File: config.mk
export PLATFORM = sky130hd
export DESIGN_NAME = ibex_rvfi_trace_buffer
export DESIGN_NICKNAME = d
export VERILOG_FILES = /design/src/rtl/ibex_pkg.sv /design/src/rtl/ibex_rvfi_trace_fifo.sv /design/src/rtl/ibex_rvfi_trace_buffer.sv
export SDC_FILE = /design/constraint.sdc
export NUM_CORES = 1
export LEC_CHECK = 0
export BUFFER_PORTS_ARGS = -buffer_cell sky130_fd_sc_hd__buf_2
export CAP_MARGIN = 20
export CORE_MARGIN = 1
export CORE_UTILIZATION = 45
export DETAILED_ROUTE_END_ITERATION = 10
export PLACE_DENSITY = 0.63
export SLEW_MARGIN = 25
export SYNTH_ARGS = -nofsm -noshare
export SYNTH_HDL_FRONTEND = slang
export SYNTH_HIERARCHICAL = 1
export SYNTH_SLANG_ARGS = --single-unit
File: constraint.sdc
create_clock -name clk_i -period 16.6 [get_ports clk_i]
set_input_delay 0 -clock clk_i [delete_from_list [all_inputs] [get_ports clk_i]]
set_output_delay 0 -clock clk_i [all_outputs]
set_load 0.01 [all_outputs]
File: src/rtl/ibex_pkg.sv
// Shared types and constants for the RVFI trace buffer: the stored record,
// header word layout and serializer states.
package ibex_pkg;

  typedef struct packed {
    logic [31:0] pc;
    logic [31:0] insn;
    logic [31:0] rd_wdata;
    logic [4:0]  rd_addr;
    logic        trap;
    logic        intr;
    logic [15:0] drop_cnt;
  } trace_rec_t;

  // Header word (W0) bit positions
  localparam int unsigned HDR_MARK_BIT = 31;
  localparam int unsigned HDR_TRAP_BIT = 30;
  localparam int unsigned HDR_INTR_BIT = 29;
  localparam int unsigned HDR_RD_LSB   = 24;
  localparam int unsigned HDR_RD_W     = 5;
  localparam int unsigned HDR_DROP_LSB = 0;
  localparam int unsigned HDR_DROP_W   = 16;

  typedef enum logic [2:0] {
    SER_IDLE = 3'd0,
    SER_W0   = 3'd1,
    SER_W1   = 3'd2,
    SER_W2   = 3'd3,
    SER_W3   = 3'd4
  } ser_state_e;

endpackage

File: src/rtl/ibex_rvfi_trace_fifo.sv
// Record FIFO: storage, wrap-bit pointers, full/empty and occupancy level.
module ibex_rvfi_trace_fifo
  import ibex_pkg::*;
#(
  parameter int Depth = 8
) (
  input  logic                   clk_i,
  input  logic                   rst_i,
  input  logic                   push,
  input  trace_rec_t             push_data,
  input  logic                   pop,
  output trace_rec_t             head,
  output logic                   full,
  output logic                   empty,
  output logic [$clog2(Depth):0] level
);

  localparam int AW = $clog2(Depth);

  trace_rec_t  mem [Depth];
  logic [AW:0] wr_ptr, rd_ptr;

  always_ff @(posedge clk_i or posedge rst_i) begin
    if (rst_i) begin
      wr_ptr <= '0;
      rd_ptr <= '0;
      level  <= '0;
    end else begin
      if (push) wr_ptr <= wr_ptr + 1'b1;
      if (pop)  rd_ptr <= rd_ptr + 1'b1;
      case ({push, pop})
        2'b10:   level <= level + 1'b1;
        2'b01:   level <= level - 1'b1;
        default: level <= level;
      endcase
    end
  end

  // Storage is deliberately left out of reset; pointers define validity.
  always_ff @(posedge clk_i) begin
    if (push) mem[wr_ptr[AW-1:0]] <= push_data;
  end

  assign head  = mem[rd_ptr[AW-1:0]];
  assign empty = (wr_ptr == rd_ptr);
  assign full  = (wr_ptr[AW-1:0] == rd_ptr[AW-1:0]) && (wr_ptr[AW] != rd_ptr[AW]);

endmodule

File: src/rtl/ibex_rvfi_trace_buffer.sv
// Captures RVFI retirements into a record FIFO and streams each record out
// as four 32-bit words with a valid/ready handshake.
module ibex_rvfi_trace_buffer
  import ibex_pkg::*;
#(
  parameter int Depth = 8
) (
  input  logic                   clk_i,
  input  logic                   rst_i,
  input  logic                   trace_en_i,
  input  logic                   rvfi_valid,
  input  logic [31:0]            rvfi_pc_rdata,
  input  logic [31:0]            rvfi_insn,
  input  logic [4:0]             rvfi_rd_addr,
  input  logic [31:0]            rvfi_rd_wdata,
  input  logic                   rvfi_trap,
  input  logic                   rvfi_intr,
  output logic                   trace_valid_o,
  input  logic                   trace_ready_i,
  output logic [31:0]            trace_data_o,
  output logic                   trace_last_o,
  output logic [$clog2(Depth):0] level_o,
  output logic [15:0]            drop_cnt_o
);

  localparam int LW = $clog2(Depth) + 1;
  localparam logic [LW-1:0] LVL_ONE = LW'(1);

  ser_state_e state_q, state_d;
  trace_rec_t wr_rec, head;
  logic       capture, pop, store, drop, full, empty;
  logic [31:0] hdr;

  assign capture = rvfi_valid && trace_en_i;
  assign pop     = (state_q == SER_W3) && trace_ready_i;
  // A pop on the same edge frees the slot, so a capture while full still fits.
  assign store   = capture && (!full || pop);
  assign drop    = capture && full && !pop;

  always_comb begin
    wr_rec          = '0;
    wr_rec.pc       = rvfi_pc_rdata;
    wr_rec.insn     = rvfi_insn;
    wr_rec.rd_wdata = rvfi_rd_wdata;
    wr_rec.rd_addr  = rvfi_rd_addr;
    wr_rec.trap     = rvfi_trap;
    wr_rec.intr     = rvfi_intr;
    wr_rec.drop_cnt = drop_cnt_o;
  end

  ibex_rvfi_trace_fifo #(.Depth(Depth)) u_fifo (
    .clk_i     (clk_i),
    .rst_i     (rst_i),
    .push      (store),
    .push_data (wr_rec),
    .pop       (pop),
    .head      (head),
    .full      (full),
    .empty     (empty),
    .level     (level_o)
  );

  always_ff @(posedge clk_i or posedge rst_i) begin
    if (rst_i) begin
      drop_cnt_o <= '0;
    end else if (store) begin
      drop_cnt_o <= '0;
    end else if (drop && drop_cnt_o != 16'hFFFF) begin
      drop_cnt_o <= drop_cnt_o + 16'd1;
    end
  end

  // Looking at the incoming store lets W0 appear the cycle after capture.
  always_comb begin
    state_d = state_q;
    case (state_q)
      SER_IDLE: if (!empty || store) state_d = SER_W0;
      SER_W0:   if (trace_ready_i) state_d = SER_W1;
      SER_W1:   if (trace_ready_i) state_d = SER_W2;
      SER_W2:   if (trace_ready_i) state_d = SER_W3;
      SER_W3:   if (trace_ready_i) state_d = (level_o != LVL_ONE || store) ? SER_W0 : SER_IDLE;
      default:  state_d = SER_IDLE;
    endcase
  end

  always_ff @(posedge clk_i or posedge rst_i) begin
    if (rst_i) state_q <= SER_IDLE;
    else       state_q <= state_d;
  end

  always_comb begin
    hdr                            = '0;
    hdr[HDR_MARK_BIT]              = 1'b1;
    hdr[HDR_TRAP_BIT]              = head.trap;
    hdr[HDR_INTR_BIT]              = head.intr;
    hdr[HDR_RD_LSB +: HDR_RD_W]    = head.rd_addr;
    hdr[HDR_DROP_LSB +: HDR_DROP_W] = head.drop_cnt;
  end

  // Outputs derive only from registered state and the FIFO head, so they
  // hold steady under backpressure and drop to zero the moment reset hits.
  always_comb begin
    trace_data_o = '0;
    case (state_q)
      SER_W0:  trace_data_o = hdr;
      SER_W1:  trace_data_o = head.pc;
      SER_W2:  trace_data_o = head.insn;
      SER_W3:  trace_data_o = head.rd_wdata;
      default: trace_data_o = '0;
    endcase
  end

  assign trace_valid_o = (state_q != SER_IDLE);
  assign trace_last_o  = (state_q == SER_W3);

endmodule

Yosys cells after proc, flatten, opt, wreduce, memory -nomap -nowiden. Memory sizes are Yosys's and may differ from the RTL's. Cells that the tools add are included.

Output and inout bits: 54. RAM bits: 952. Bits of input ports: 108. Logic and storage cells: 58. Memories: 1. Register bits: 31.

Memories: u_fifo.mem (depth 8, width 119, read ports 1, clocked after Yosys merged registers in 0, write ports 1, RTL line ibex_rvfi_trace_fifo.sv:20) `trace_rec_t mem [Depth];`.

Equal/unequal tests: 16. Reductions and logical operators: 18. $add $sub $neg: 5. Muxes and demuxes: 13.

Operators with widths (count): 32-bit case mux with 4 select lines (1); 16-bit two-way mux (2); 16-bit by 1-bit adder with 16-bit output (second input constant) (1); 16-bit != test (second input constant) (1); 3-bit two-way mux (5); 3-bit case mux with 5 select lines (1); 4-bit by 1-bit adder with 4-bit output (second input constant) (3); 2-bit != test (second input constant) (5); 4-bit case mux with 2 select lines (1); 1-bit logical AND (7); 3-bit by 2-bit == test with 1-bit output (second input constant) (2); 5-bit AND reduction (1); 4-bit == test (1); 4-bit by 1-bit != test with 1-bit output (second input constant) (1); 2-bit nonzero test (2); 4-bit by 1-bit subtractor with 4-bit output (second input constant) (1); 3-bit by 1-bit == test with 1-bit output (second input constant) (1); 3-bit == test (1); 3-bit == test (second input constant) (1); 1-bit zero test (3); 3-bit zero test (1); 1-bit logical OR (3); 1-bit two-way mux (3); 3-bit nonzero test (1); other kinds (3) (3).

Depth between registers and ports, before layout. Gate-level depths: netlist of run 1.

Word-level depth: 9. Depth in mapped cells: 18. Depth with buffers taken out: 14.

Cells and area by module. Netlist of run 1, hierarchy kept.

By module, submodules not included: ibex_rvfi_trace_fifo (sequential area each 28887.7 um2, area an instance 36836.6 um2, times used 1, cells each 1448); ibex_rvfi_trace_buffer (sequential area each 475.5 um2, area an instance 1831.8 um2, times used 1, cells each 240).

Worst setup path before layout of run 1. No wires, ideal clock.

Path type: register to register. Start point: register u_fifo.rd_ptr[0]. End point: memory u_fifo/mem[0][0] (netlist name), enable pin. Arrival: 9991 ps. Path slack: 5867 ps. Cell stages (with the launch flop): 14. Data required time: 15857 ps. Period minus slack after synthesis: 10733 ps. Cell sequence: dfrtp_1 buf_6 buf_12 buf_12 xnor2_1 nand3_1 nor2_1 inv_1 a21oi_4 or2b_4 inv_2 buf_2 nand2b_1 nor3_1.

Longest elaborated chain between the ends: 7.

Ends and longest elaborated chain: start, declared (RTL line ibex_rvfi_trace_fifo.sv:21) `logic [AW:0] wr_ptr, rd_ptr;`; start signal, assigned (RTL line ibex_rvfi_trace_fifo.sv:30) `if (pop) rd_ptr <= rd_ptr + 1'b1;`; 3-bit == test (RTL line ibex_rvfi_trace_fifo.sv:46) `assign full = (wr_ptr[AW-1:0] == rd_ptr[AW-1:0]) && (wr_ptr[AW] != rd_ptr[AW]);`; 1-bit logical AND (RTL line ibex_rvfi_trace_fifo.sv:46); via full (RTL line ibex_rvfi_trace_buffer.sv:31) `logic capture, pop, store, drop, full, empty;`; 1-bit zero test (RTL line ibex_rvfi_trace_buffer.sv:37) `assign store = capture && (!full || pop);`; 1-bit logical OR (RTL line ibex_rvfi_trace_buffer.sv:37); 1-bit logical AND (RTL line ibex_rvfi_trace_buffer.sv:37); via store (RTL line ibex_rvfi_trace_buffer.sv:31); 1-bit two-way mux (RTL line ibex_rvfi_trace_fifo.sv:41) `if (push) mem[wr_ptr[AW-1:0]] <= push_data;`; 1-bit two-way mux (not written as such) (RTL line ibex_rvfi_trace_fifo.sv:41); end, declared (RTL line ibex_rvfi_trace_fifo.sv:20).

The timed path passes the listed nets, and every way through them passes these cells.

Final worst setup path of run 1.
Start point: register u_fifo.rd_ptr[1]. End point: memory u_fifo/mem[7][53] (netlist name), enable pin.

Longest elaborated chain between the ends: 7.

Ends and longest elaborated chain (RTL line): 3-bit == test (ibex_rvfi_trace_fifo.sv:46); 1-bit logical AND (ibex_rvfi_trace_fifo.sv:46); via full (ibex_rvfi_trace_buffer.sv:31); 1-bit zero test (ibex_rvfi_trace_buffer.sv:37); 1-bit logical OR (ibex_rvfi_trace_buffer.sv:37); 1-bit logical AND (ibex_rvfi_trace_buffer.sv:37); 1-bit two-way mux (ibex_rvfi_trace_fifo.sv:41); 1-bit two-way mux (not written as such) (ibex_rvfi_trace_fifo.sv:41).

The timed path passes the listed nets, and every way through them passes these cells.

==> run_results.csv, run 1 <==
group,metric,value,unit
synth,synth.area.top_cells,"edfxtp_1 74%, mux4_2 14%, mux2_2 2.1%",
layout,syn_to_final_growth,16.1,%
run_status,violations,"DRC",
die,rows,107,
timing,slew_headroom,30.8,%
synth,yosysWarnings,6,
timing,fin_crit_sh,31.0,%
die,initial_utilization,45.4,%
synth,async_reset_ff_share,3.15,%
clock_tree,cts_tree,"built",
die,die_area,87100,sq um
placement,place_area,40500,sq um
clock_tree,cts_root_buf,"clkbuf_16",
timing,setup_viol,0,
route,dr_total_vias,18060,
clock_tree,cts_made_buffers,98,
critical_path,cp-endpoint,"u_fifo/mem[7][53]",
critical_path,crit_arrival,5.42,ns
layout,fill_cells,6634,
layout,multi_input_area,8600,sq um
synth,synth_area_per_cell,22.9,sq um
layout,postLayoutCellArea,44900,sq um
route,first_iter_violations,1554,
clock_tree,cts_num_sinks,983,
timing,hold_viol,0,
grt,grt-ovfl-total,0,
placement,port-buffer-count,161,
layout,nets,2114,
route,drc,4,
critical_path,startpoint_type,"register",
timing,final.setup_skew,0.0173,ns
pwr,total_power,6.98,mW
clock_tree,htreeDepth,3,
synth,synth_flop_cell,"edfxtp_1",
flow_run,drv_cap,0,
synth,syn-num-nets,1802,
synth,synthCells,1688,
synth,seq_area_frac_synth,75.9,%
clock_tree,cts_setup_buffers,0,
grt,antenna_found_initial,12,
layout,layout-drive-gt1-share,34.6,%
die,chipHeight,295,um
synth,synth_top_cell_by_area,"edfxtp_1",
critical_path,r2r_slack,11.45,ns
timing,rsz0062_at_grt,"false",
synth,syn_area,38700,sq um
route,avgViaCountPerCell,5.59,
pwr,powerDensity,155,nW/um^2
timing,post-route-min-period,5.15,ns
pwr,power.leakage,14.4,nW
die,core_area,85100,sq um
die,pin_count,162,
clock_tree,clockBufferDepth,3,
critical_path,cp.required,16.87,ns
grt,grt_max_degree,129,
route,wirelength,84800,um
synth,synth_edf_count,952,
synth,synth_cell_types,60,
clock_tree,clk_latency,0.66,ns
critical_path,r2r-start,"u_fifo/rd_ptr[1]",
synth,ys_seq_elements,983,
grt,grt_pass1_wl,127000,um
pwr,max-vdd-ir-drop,0.000132,V
route,wl_per_cell,26.3,um
layout,regArea,29400,sq um
timing,fin_setup_tns,0,ns
placement,globalplace.congestion,0.762,
run_status,status,"finished with violations",
critical_path,crit_start,"u_fifo/rd_ptr[1]",
timing,worst_slew_pin_slew,1.04,ns
timing,fmaxAchievable,0.194,GHz
critical_path,r2r_end,"u_fifo/mem[7][53]",
grt,grtUsageTotal,20.0,%
critical_path,worstSetupPathType,"reg -> reg",
die,die_x,295,um
critical_path,endpoint_kind,"register",
grt,first_global_vias,19173,
route,ant_nets,0,
route,drt-pass1-iter-count,10,
critical_path,reg2reg_depth,11,
placement,dp_hpwl,47400,um
critical_path,path_max_fanout,57,
synth,post-synth-top-area-fraction,73.9,%
min_path,hold_path_class,"in -> async",
clock_tree,clk_pin_slew,0.07,ns
timing,slew_viol_final,0,
per-layer routing:
layer	up-vias	GRT usage [%]	routed length [um]	part of all wire, %
met4	14	5.46	1690	2.0
li1	7777	-	-	-
met5	-	0	83	0.098
met2	528	32.3	41700	49
met3	127	4.01	5100	6.0
met1	9614	27.7	36300	43
cell usage in the layout (no fill, tap or decap), drive strengths merged, types with 7 or more instances in the layout:
cell and n:
inv 10, clkbuf 122, xnor2 9, dlygate4sd3 109, nand4 7, bufinv 12, xor2 11, clkinv 40
mux4 238, nand3 8, edfxtp 952, o21ai 16, mux2 123, nand2 55, a22oi 54, buf 192
nor2 21, dfrtp 31
layout make-up:
cell class / instances / area share [%]
diodes: 6 / 0.0334
clock buffers: 122 / 5.76
clock inverters: 58 / 1.39
inverters: 8 / 0.0669
multi-input cells: 608 / 19.2
flip-flops and latches: 983 / 65.4
well taps: 1144 / 3.19
repair buffers: 301 / 4.96
stage by stage:
stage               hold slack, ns  setup slack [ns]  cells  utilization, %
floorplan                   -0.135              5.87   1688               -
global placement            0.0573             11.27   2933            47.6
detailed placement          0.0623             11.22   2933            47.6
CTS                         0.0824             11.20   3222            52.6
global route                 0.140             11.10   3226            52.7
finish                      0.0765             11.45   3230            52.7
cells by family (layout without fill, tap and decap cells):
kind of cell / Yosys count / count (layout) / share of synthesized area [%]
muxes: 362 / 362 / 18.0
DFF: 983 / 983 / 75.9
adders and majority gates: 6 / 6 / 0.194
buffers and inverters: 97 / 489 / 2.00
and+or+nand+nor: 124 / 124 / 1.61
other: 0 / 6 / 0
AOI/OAI and AO/OA: 96 / 96 / 1.84
xor gates and xnor gates: 20 / 20 / 0.453
report_power, final:
part	internal [mW]	switching, mW	total [mW]
Clock	1.29	0.910	2.20
Combinational	0.831	0.898	1.73
Sequential	2.94	0.111	3.05
Total	5.06	1.92	6.98
critical path, cell delays in order (launching register included):
cell and delay [ns]:
dfrtp_4 0.98, xnor2_1 0.13, nand3_1 0.14, nor2_1 0.07, inv_1 0.14, a21oi_4 0.07, or2b_4 0.29, inv_2 0.25
nand2_1 0.29, nor2_4 0.63, buf_4 0.85, buf_4 0.78
cells in the mapped netlist, types with 2 or more instances:
cell type,count
a21oi_1,5
a22oi_1,54
and3_1,2
buf_1,12
buf_12,21
buf_2,30
buf_6,4
clkbuf_1,22
dfrtp_1,31
edfxtp_1,952
ha_1,6
inv_1,7
mux2_2,72
mux2_4,51
mux4_2,238
nand2_1,55
nand2b_1,3
nand3_1,7
nand4_1,7
nor2_1,21
nor2b_1,6
nor3_1,2
nor4_1,3
o211ai_1,2
o21a_1,2
o21ai_0,15
o31ai_1,3
or4_1,5
xnor2_1,9
xor2_1,11
state kept, by name, summed over array words and instances (netlist names):
name,cells
u_fifo/mem,952
drop_cnt_o,16
u_fifo/level,4
u_fifo/rd_ptr,4
u_fifo/wr_ptr,4
state_q,3
worst min-delay path by stage:
stage	startpoint	end	cells after the start
after global placement	rst_i	u_fifo/level[3]	2
final	rst_i	drop_cnt_o[3]	3
after CTS	rst_i	drop_cnt_o[2]	3
after global routing	rst_i	drop_cnt_o[2]	3
after floorplan	rst_i	u_fifo/level[0]	1
after detailed placement	rst_i	u_fifo/level[3]	2
timing repair:
item                                    CTS  global route
hold buffers                            109             0
gates resized for setup                   0             0
endpoints found under the setup margin    0             0
hold endpoints to repair                868             0
(Power assumes the default switching activity.)
==> run 2, diff against run 1 <==
--- a/config.mk
+++ b/config.mk
@@ -5,6 +5,7 @@
 export SDC_FILE = /design/constraint.sdc
 export NUM_CORES = 1
 export LEC_CHECK = 0
+export ABC_AREA = 1
 export BUFFER_PORTS_ARGS = -buffer_cell sky130_fd_sc_hd__buf_2
 export CAP_MARGIN = 20
 export CORE_MARGIN = 1
==> constraint.sdc (replaced) <==
create_clock -name clk_i -period 5.1 [get_ports clk_i]
set_input_delay 0 -clock clk_i [delete_from_list [all_inputs] [get_ports clk_i]]
set_output_delay 0 -clock clk_i [all_outputs]
set_load 0.01 [all_outputs]
==> run 2 against run 1 <==
Net effect: the run now ends clean; sequential power grew to 3.2 times the previous value; via count rose by 42%; core utilization increased by 0.63 points; die area is 1.3% higher; clock power rose to 3.5 times the previous value; worst setup slack got worse by 10 ns; critical path depth down 1; flip-flop and latch count stayed put; hold slack worse by 0.037 ns; first-iteration DRC count grew 96%; sequential share of layout area shrank 1.2 points; cell area up 1.8%; largest power group unchanged.
==> run_results.csv, run 2 <==
group,metric,value,unit
run_status,status,"finished, final reports clean",
critical_path,cpMostUsedCell,"nand2_1",
timing,rsz0062_at_grt,"false",
placement,pre_cts_ws,1.45,ns
synth,synth_top_cell_by_area,"edfxtp_1",
synth,syn-num-nets,3246,
grt,grt-ovfl-total,0,
route,ant_nets,0,
clock_tree,cts_num_sinks,983,
timing,post-route-min-period,4.11,ns
placement,port-buffer-count,161,
synth,synth_edf_count,952,
clock_tree,clk_latency,0.66,ns
placement,globalplace.congestion,0.810,
die,die_x,297,um
grt,grt_pass1_wl,156000,um
layout,regArea,29400,sq um
synth,syn_area,39200,sq um
route,avgViaCountPerCell,5.61,
layout,largest_register_ffs,952,
layout,post-route-util,53.4,%
synth,synth_area_per_cell,12.5,sq um
critical_path,crit_chain,"buf_12 > buf_16 > buf_4 > o21ai_0 > o22ai_1 > nand2_1 > nand2_1 > nand2_1 > nand4_1 > buf_2",
grt,grtUsageTotal,23.4,%
critical_path,startpoint_type,"register",
timing,fin_crit_sh,80.5,%
layout,syn_to_final_growth,16.6,%
layout,layout-drive-gt1-share,11.3,%
timing,slew_headroom,30.1,%
pwr,total_power,25.5,mW
route,drc,0,
route,wl_per_cell,22.8,um
timing,fmaxAchievable,0.243,GHz
clock_tree,cts_root_buf,"clkbuf_16",
synth,yosysWarnings,6,
synth,synthMostInstantiatedCell,"edfxtp_1",
timing,worst_slew_pin_slew,1.04,ns
pwr,power.leakage,15.9,nW
synth,ys_seq_elements,983,
critical_path,endpoint_kind,"output pin",
clock_tree,htreeDepth,3,
synth,synth_flop_cell,"edfxtp_1",
clock_tree,cts_tree,"built",
synth,post-synth-top-area-fraction,72.9,%
grt,grt_max_degree,240,
layout,layout_common_cells,"952 x edfxtp_1, 582 x nand2_1, 505 x nor2_1",
flow_run,drv_cap,0,
synth,seq_area_frac_synth,74.9,%
die,rows,107,
critical_path,crit_slowest_cell,"buf_4",
layout,nets,3464,
die,chipHeight,297,um
die,die_area,88300,sq um
route,dr_total_vias,25729,
critical_path,max_stage_delay,0.73,ns
min_path,hold_path_class,"in -> async",
clock_tree,cts_made_buffers,100,
synth,synthCells,3132,
die,initial_utilization,45.7,%
timing,fin_ws,0.992,ns
layout,fill_cells,7208,
die,core_area,85700,sq um
synth,async_reset_ff_share,3.15,%
clock_tree,post_cts_resized,0,
timing,final.setup_skew,0.0147,ns
grt,first_global_vias,24154,
placement,dp_hpwl,58200,um
synth,synth.area.top_cells,"edfxtp_1 73%, nand2_1 5.6%, nor2_1 4.9%",
timing,hold_viol,0,
clock_tree,clockBufferDepth,3,
pwr,max-vdd-ir-drop,0.000465,V
layout,final_common_cell,"edfxtp_1",
timing,fin_setup_tns,0,ns
route,first_iter_violations,3041,
die,pin_count,162,
layout,multi_input_area,8770,sq um
route,drt-pass1-iter-count,5,
timing,slew_viol_final,0,
route,wirelength,105000,um
timing,setup_viol,0,
clock_tree,clk_pin_slew,0.06,ns
synth,netlist_top_cells_count,"952 x edfxtp_1, 582 x nand2_1, 513 x nor2_1",
critical_path,path_max_fanout,131,
critical_path,cp.required,5.10,ns
grt,antenna_found_initial,9,
critical_path,crit_arrival,4.11,ns
synth,synth_cell_types,35,
critical_path,worstSetupPathType,"reg -> out",
pwr,powerDensity,557,nW/um^2
## run 2: layout make-up
cell class | count | share of cell area [%]
antenna | 4 | 0.0219
clock buffer | 119 | 5.86
clock inverter | 69 | 1.79
inverter | 37 | 0.361
multi-input combinational | 1913 | 19.2
sequential | 983 | 64.3
tap | 1144 | 3.13
timing repair buffer | 315 | 5.40
## run 2: final timing paths
| check | start | endpoint | slack, ns | cells past startpoint |
|---|---|---|---|---|
| max in group asynchronous | rst_i | u_fifo/rd_ptr[2] | 4.24 | 4 |
| worst max register to register | u_fifo/rd_ptr[1] | u_fifo/mem[4][69] | 1.43 | 10 |
| min in group clk_i | rvfi_rd_wdata[0] | u_fifo/mem[3][23] | 0.15 | 2 |
| worst min register to register | u_fifo/wr_ptr[3] | u_fifo/wr_ptr[3] | 0.49 | 1 |
| worst max-delay path | u_fifo/rd_ptr[0] | trace_data_o[0] | 0.99 | 10 |
| worst min-delay path | rst_i | drop_cnt_o[2] | 0.04 | 3 |
## run 2: where the power goes
group	internal [mW]	leakage [nW]	total, mW	switching, mW
Sequential	9.48	9.04	9.75	0.271
Clock	4.66	1.71	7.72	3.06
Combinational	2.25	5.11	7.98	5.73
Total	16.4	15.9	25.5	9.07
## run 2: critical path, delay by kind of cell (launching register included)
family / cells / cell delay [ns]
AO/OA/AOI/OAI: 2 / 0.43
buffers and inverters: 4 / 1.76
flip-flops: 1 / 0.43
AND/OR/NAND/NOR: 4 / 0.69
## run 2: repair_timing
item / in CTS / in global routing
setup buffers: 0 / 0
hold buffers: 107 / 0
hold endpoints to repair: 864 / 0
endpoints found under the setup margin: 0 / 0
## run 2: cell families (layout without fill, tap and decap cells)
family | Yosys count | in the layout | synth area share (%)
simple gates | 1162 | 1162 | 11.6
flops | 983 | 983 | 74.9
compound gates | 728 | 728 | 10.1
buf+inv | 236 | 540 | 2.85
xor+xnor | 17 | 17 | 0.380
fa+ha+maj | 6 | 6 | 0.192
other cells | 0 | 4 | 0
## run 2: metrics by stage
stage / hold slack, ns / cells / area (sq um)
finish: 0.0396 / 4584 / 45700
global route: 0.113 / 4580 / 45700
CTS: 0.0400 / 4578 / 45600
detailed placement: 0.0849 / 4283 / 41100
global placement: 0.0722 / 4283 / 41100
floorplan: -0.135 / 3132 / 39200
## run 2: routing by layer
metal | global-route usage [%] | vias up | share of wire (%)
met2 | 34.8 | 1130 | 45
met3 | 4.92 | 132 | 9.3
met4 | 6.82 | 12 | 2.3
met1 | 34.6 | 12657 | 43
li1 | - | 11798 | -
met5 | 0 | - | 0.067
